===== src/rtl/rotary_setting_bank.sv =====
// Bank of NUM_CH modulo-MODULUS settings edited by one shared quadrature encoder.
// The encoder phases are synchronised and debounced. Each A rising edge then steps the one-hot selected channel.
module rotary_setting_bank #(
    parameter int NUM_CH    = 3,
    parameter int WIDTH     = 5,
    parameter int MODULUS   = 26,
    parameter int DB_CYCLES = 4,
    parameter logic [NUM_CH*WIDTH-1:0] RESET_VALS = '0
) (
    input  logic                    i_clock,
    input  logic                    reset,
    input  logic [NUM_CH-1:0]       ch_en,
    input  logic                    rotary_a,
    input  logic                    rotary_b,
    output logic [NUM_CH*WIDTH-1:0] values,
    output logic [NUM_CH-1:0]       change_pulse,
    output logic [NUM_CH-1:0]       dir_last,
    output logic                    update_settings
);

    localparam int CW = (DB_CYCLES > 1) ? $clog2(DB_CYCLES) : 1;
    localparam logic [CW-1:0]  CNT_LAST = CW'(DB_CYCLES - 1);
    localparam logic [WIDTH:0] VAL_MAX  = (WIDTH+1)'(MODULUS - 1);

    logic [1:0]    w_raw;
    logic          r_sync1 [2];
    logic          r_sync2 [2];
    logic          r_db    [2];
    logic [CW-1:0] r_cnt   [2];

    // Index 0 is phase A, index 1 is phase B.
    assign w_raw = {rotary_b, rotary_a};

    generate
        for (genvar gi = 0; gi < 2; gi++) begin : g_phase
            always_ff @(posedge i_clock) begin
                if (reset) begin
                    r_sync1[gi] <= 1'b1;
                    r_sync2[gi] <= 1'b1;
                    r_db[gi]    <= 1'b1;
                    r_cnt[gi]   <= '0;
                end else begin
                    r_sync1[gi] <= w_raw[gi];
                    r_sync2[gi] <= r_sync1[gi];
                    if (r_sync2[gi] == r_db[gi]) begin
                        r_cnt[gi] <= '0;
                    end else if (r_cnt[gi] == CNT_LAST) begin
                        r_db[gi]  <= r_sync2[gi];
                        r_cnt[gi] <= '0;
                    end else begin
                        r_cnt[gi] <= r_cnt[gi] + CW'(1);
                    end
                end
            end
        end
    endgenerate

    logic r_a_db_d;
    logic r_step;
    logic r_step_inc;

    // A debounced A rising edge is one step. B low at that edge means an increment.
    always_ff @(posedge i_clock) begin
        if (reset) begin
            r_a_db_d   <= 1'b1;
            r_step     <= 1'b0;
            r_step_inc <= 1'b0;
        end else begin
            r_a_db_d   <= r_db[0];
            r_step     <= r_db[0] & ~r_a_db_d;
            r_step_inc <= ~r_db[1];
        end
    end

    logic w_onehot;
    logic w_apply;
    logic r_update;

    assign w_onehot = ($countones(ch_en) == 1);
    assign w_apply  = r_step && w_onehot;

    always_ff @(posedge i_clock) begin
        if (reset) begin
            r_update <= 1'b0;
        end else begin
            r_update <= w_apply;
        end
    end

    assign update_settings = r_update;

    logic [WIDTH-1:0] r_val   [NUM_CH];
    logic             r_dir   [NUM_CH];
    logic             r_pulse [NUM_CH];

    generate
        for (genvar gi = 0; gi < NUM_CH; gi++) begin : g_ch
            logic [WIDTH:0] w_cur;
            logic [WIDTH:0] w_nxt;

            assign w_cur = {1'b0, r_val[gi]};
            always_comb begin
                w_nxt = w_cur;
                if (r_step_inc) begin
                    w_nxt = (w_cur == VAL_MAX) ? '0 : w_cur + 1'b1;
                end else begin
                    w_nxt = (w_cur == '0) ? VAL_MAX : w_cur - 1'b1;
                end
            end

            always_ff @(posedge i_clock) begin
                if (reset) begin
                    r_val[gi]   <= RESET_VALS[gi*WIDTH +: WIDTH];
                    r_dir[gi]   <= 1'b0;
                    r_pulse[gi] <= 1'b0;
                end else begin
                    r_pulse[gi] <= 1'b0;
                    if (w_apply && ch_en[gi]) begin
                        r_val[gi]   <= w_nxt[WIDTH-1:0];
                        r_dir[gi]   <= r_step_inc;
                        r_pulse[gi] <= 1'b1;
                    end
                end
            end

            assign values[gi*WIDTH +: WIDTH] = r_val[gi];
            assign change_pulse[gi]          = r_pulse[gi];
            assign dir_last[gi]              = r_dir[gi];
        end
    endgenerate

endmodule

===== config.mk =====
export PLATFORM = sky130hd
export DESIGN_NAME = rotary_setting_bank
export DESIGN_NICKNAME = d
export VERILOG_FILES = /design/src/rtl/rotary_setting_bank.sv
export SDC_FILE = /design/constraint.sdc
export NUM_CORES = 1
export LEC_CHECK = 0
export ABC_AREA = 1
export CAP_MARGIN = 20
export CORE_ASPECT_RATIO = 0.8
export CORE_MARGIN = 2
export CORE_UTILIZATION = 55
export DETAILED_ROUTE_END_ITERATION = 8
export PLACE_DENSITY = 0.8
export SLEW_MARGIN = 20
export SYNTH_ARGS = -nofsm -noshare
export SYNTH_HDL_FRONTEND = slang
export SYNTH_SLANG_ARGS = --single-unit

===== constraint.sdc =====
create_clock -name i_clock -period 1.95 [get_ports i_clock]
set_clock_uncertainty 0.05 [all_clocks]
set_input_delay 0.195 -clock i_clock [delete_from_list [all_inputs] [get_ports i_clock]]
set_output_delay 0.195 -clock i_clock [all_outputs]
set_load 0.01 [all_outputs]

After elaboration in Yosys (flattened, before gate mapping)
Memory sizes are Yosys's and may differ from the RTL's.
Index checks and enable logic that the tools add are counted.
{"block": "totals", "register_bits": 4, "ram_bits": 31, "wordCells": 130, "memories": 7}
{"block": "op_classes", "add_sub_neg": 10, "eq_ne": 8, "mux": 67, "bitwise_logic": 27, "n_reduce_logical": 7}
{"name": "r_val", "depth": 3, "width": 5, "rd": 3, "rd_clocked_by_memory_dff": 0, "wr": 3, "line_no": "92", "text": "logic [WIDTH-1:0] r_val [NUM_CH];"}
{"name": "r_cnt", "depth": 2, "width": 2, "rd": 2, "rd_clocked_by_memory_dff": 0, "wr": 2, "line_no": "29", "text": "logic [CW-1:0] r_cnt [2];"}
{"name": "r_dir", "depth": 3, "width": 1, "rd": 3, "rd_clocked_by_memory_dff": 0, "wr": 3, "line_no": "93", "text": "logic r_dir [NUM_CH];"}
{"name": "r_pulse", "depth": 3, "width": 1, "rd": 3, "rd_clocked_by_memory_dff": 0, "wr": 3, "line_no": "94", "text": "logic r_pulse [NUM_CH];"}
{"name": "r_db", "depth": 2, "width": 1, "rd": 2, "rd_clocked_by_memory_dff": 0, "wr": 2, "line_no": "28", "text": "logic r_db [2];"}
{"name": "r_sync1", "depth": 2, "width": 1, "rd": 2, "rd_clocked_by_memory_dff": 0, "wr": 2, "line_no": "26", "text": "logic r_sync1 [2];"}
{"name": "1 more memories"}
{"op": "two-way mux 5 bit", "count": 12}
{"op": "two-way mux 1 bit", "count": 49}
{"op": "bitwise OR 1 bit", "count": 24}
{"op": "logical NOT 6 bit", "count": 3}
{"op": "adder 5 x 1 -> 5 bit (second input constant)", "count": 3}
{"op": "equality test 5 bit (second input constant)", "count": 3}
{"op": "subtractor 5 x 1 -> 5 bit (second input constant)", "count": 3}
{"op": "two-way mux 2 bit", "count": 6}
{"op": "adder 2 x 1 -> 2 bit (second input constant)", "count": 2}
{"op": "equality test 2 bit (second input constant)", "count": 2}
{"op": "logical AND 1 bit", "count": 4}
{"op": "adder 2 x 1 -> 3 bit", "count": 1}
{"op": "equality test 3 x 1 -> 1 bit (second input constant)", "count": 1}
{"op": "adder 1 x 1 -> 2 bit", "count": 1}
{"op": "equality test 1 bit", "count": 2}
{"op": "NOT 1 bit", "count": 2}
{"op": "AND 1 bit", "count": 1}

Depth between registers and ports, before layout
{"block": "depth", "word_depth": 9, "depth_mapped": 8}

Least setup slack after synthesis
Ideal clock, no wire load.
{"block": "synth_timing", "path_kind": "input-to-reg", "startpoint": "input port ch_en[0]", "endpoint": "memory r_dir[2], enable pin", "arrival_ns": 1.380, "setup_slack_ns": 0.143, "cell_stages": 4, "cell_sequence": "inv_1 fa_1 nand3b_4 o21ai_0"}
{"item": "start, declared", "line_no": "12", "text": "input logic [NUM_CH-1:0] ch_en,"}
{"item": "end, declared", "line_no": "93"}

==> results.yml <==
outcome:
  status: "finished, final reports clean"
clock_network:
  cts-buffers-inserted: 5
  cts_setup_buffers: 0
  cts_root_buf: "clkbuf_8"
  insertion_delay_ns: 0.29
  clockBufferDepth: 2
  hold_buffers: 0
  clkTransAtPathRegs_ns: 0.07
  cts_tree: "done"
  htreeDepth: 2
  clkSinkCount: 35
sta:
  whs_ns: 0.343
  finalCritPeriodShare_pct: 95.8
  setup-violations-final: 0
  worst_slack_ns: 0.0815
  fmax_mhz: 535
  hold_violations: 0
  fin_crit_ns: 1.87
  maxSlewViolCount: 0
synthesis:
  synth.cell_area_mm2: 0.00213
  syn_area_per_cell_um2: 8.79
  yosysUniqueCellTypes: 28
  syn_inst: 242
  yosys_register_bits: 35
  ys_warn_count: 0
  seq_area_frac_synth_pct: 44.2
worst_setup_path:
  crit_family: "buffers and inverters"
  slowest_stage: "clkdlybuf4s50_1"
  worstSetupEndpointType: "flop"
  cp_num_buf_inv: 3
  cpPeakStageDelay_ns: 0.50
  worstSetupStartpointType: "input port"
  cp_data_required_time_ns: 2.06
  cp_max_fo: 6
  arrival_ns: 1.97
  criticalPathCategory: "input port to flop"
  crit_chain: "clkdlybuf4s50_1, inv_1, fa_1, nand3b_4, nor2_4, nand2_4, inv_2, nand2_1, nor2_2"
floorplan:
  row_count: 20
  dieArea_mm2: 0.00439
  initial_core_util_pct: 56.7
  die_x_um: 73.6
  die_h_um: 59.6
  design.core.area_mm2: 0.00375
  io_pins: 29
finish:
  area_growth_pct: 19.3
  instances_no_fill: 324
  layout_common_cells: "nand2_1, clkdlybuf4s50_1, edfxtp_1"
  drive_above_1_share_pct: 17.1
  final_common_cell: "nand2_1"
  finalCoreUtilization_pct: 67.7
  fin_nets: 298
  diodes: 0
route:
  vias: 1636
  drtIter0Drc: 83
  wire_per_inst_um: 11.8
  ant_nets: 0
  drc_errors: 0
  drtPass1Iterations: 4
  postRouteWirelength_um: 3820
  viasPerCell: 5.05
global_route:
  grt_start_max_net_pins: 19
  gr-total-overflow: 0
  antenna_found_initial: 0
  grt_usage_pct: 20.2
  grt_pass1_vias: 1551
  grt_pass1_wl_um: 6640
placed_design:
  io_buffers: 28
  dpl.cell_count: 316
  gp_congestion: 0.781
  dp_worst_setup_slack_ns: -0.220
  dp_hpwl_um: 2870
pwr:
  p_leak_nw: 1.13
  ir_drop_mv: 0.559
  p_per_area_mw_per_mm2: 596
  power_mw: 1.51
flow_run:
  maxCapViolations: 0
hold_path:
  min_path_type: "flop to flop"
-- synthesized netlist by cell type --
cell      instances  area share, %
nor2_4            4            2.1
buf_2             1           0.23
xor2_1            8            3.3
inv_1            20            3.5
dfxtp_1          11             10
nor2_2            7            2.1
conb_1            1           0.18
ha_1             11            6.5
nand2_1          55            9.7
nand4_1          10            2.9
nand3b_4          1           0.94
edfxtp_1         24             34
inv_4             1           0.29
nor2_1           18            3.2
nor3_1            1           0.23
a21oi_2           4            1.6
a21oi_1          10            2.4
o21ai_0           3           0.71
buf_6             3            1.6
buf_4             8            2.8
nand3_2           3            1.4
or2_2             4            1.2
inv_2             6            1.1
nand3_1          23            5.4
nand2_4           2            1.1
nand2_2           1           0.29
clkinv_1          1           0.18
fa_1              1           0.94
-- routing by layer --
metal  share of wire [%]  wire (um)  GRT usage (%)
met5                   0          0              0
met4                 1.0         40           5.45
met3                 4.7        180           7.14
met2                  45       1730           32.1
met1                  49       1870           26.2
-- path summary, 6_finish.rpt --
kind,from,end,slack (ns),cells past startpoint
worst max register to register,r_val[0][0],r_val[0][2],0.38,5
worst min register to register,r_a_db_d,r_step,0.34,1
worst min-delay path,r_a_db_d,r_step,0.34,1
worst max-delay path,ch_en[0],r_val[0][0],0.08,9
-- report_power, final --
part	switching, mW	total [mW]	internal, mW
clock network	0.236	0.489	0.253
registers	0.0318	0.847	0.816
logic	0.0912	0.177	0.0861
total	0.359	1.51	1.15
-- registers in the layout (all words and copies together) (netlist names) --
signal,count
r_sync2,2
r_step_inc,1
r_step,1
r_a_db_d,1
r_cnt,4
r_dir,3
r_db,2
update_settings,1
r_pulse,3
r_val,15
r_sync1,2
-- cell families after synthesis --
family,Yosys count,share of synthesized area (%)
AND/OR/NAND/NOR,129,30.5
XOR/XNOR,8,3.29
other,1,0.176
AO/OA/AOI/OAI,17,4.70
adder cells (fa/ha/maj),12,7.41
flip-flops,35,44.2
buffers and inverters,40,9.70
-- through the flow --
step | cell area (um2) | TNS, ns
floorplan | 2140 | 0
global placement | 2450 | -4.19
detailed placement | 2450 | -6.23
CTS | 2530 | 0
global route | 2540 | -0.00413
finish | 2540 | 0
-- area by class of cell --
type                            instances  area (um2)
Tap cell                               44        55.1
Sequential cell                        35         941
Clock buffer                            8        80.1
Fill cell                             313        1210
Inverter                               28         108
Timing Repair Buffer                   38         355
Multi-Input combinational cell        171        1000
-- timing repair --
action	4_1_cts	5_1_grt
hold endpoints to repair	0	0
setup endpoints to repair	0	2
resized for setup	0	1
(Power assumes the default switching activity.)
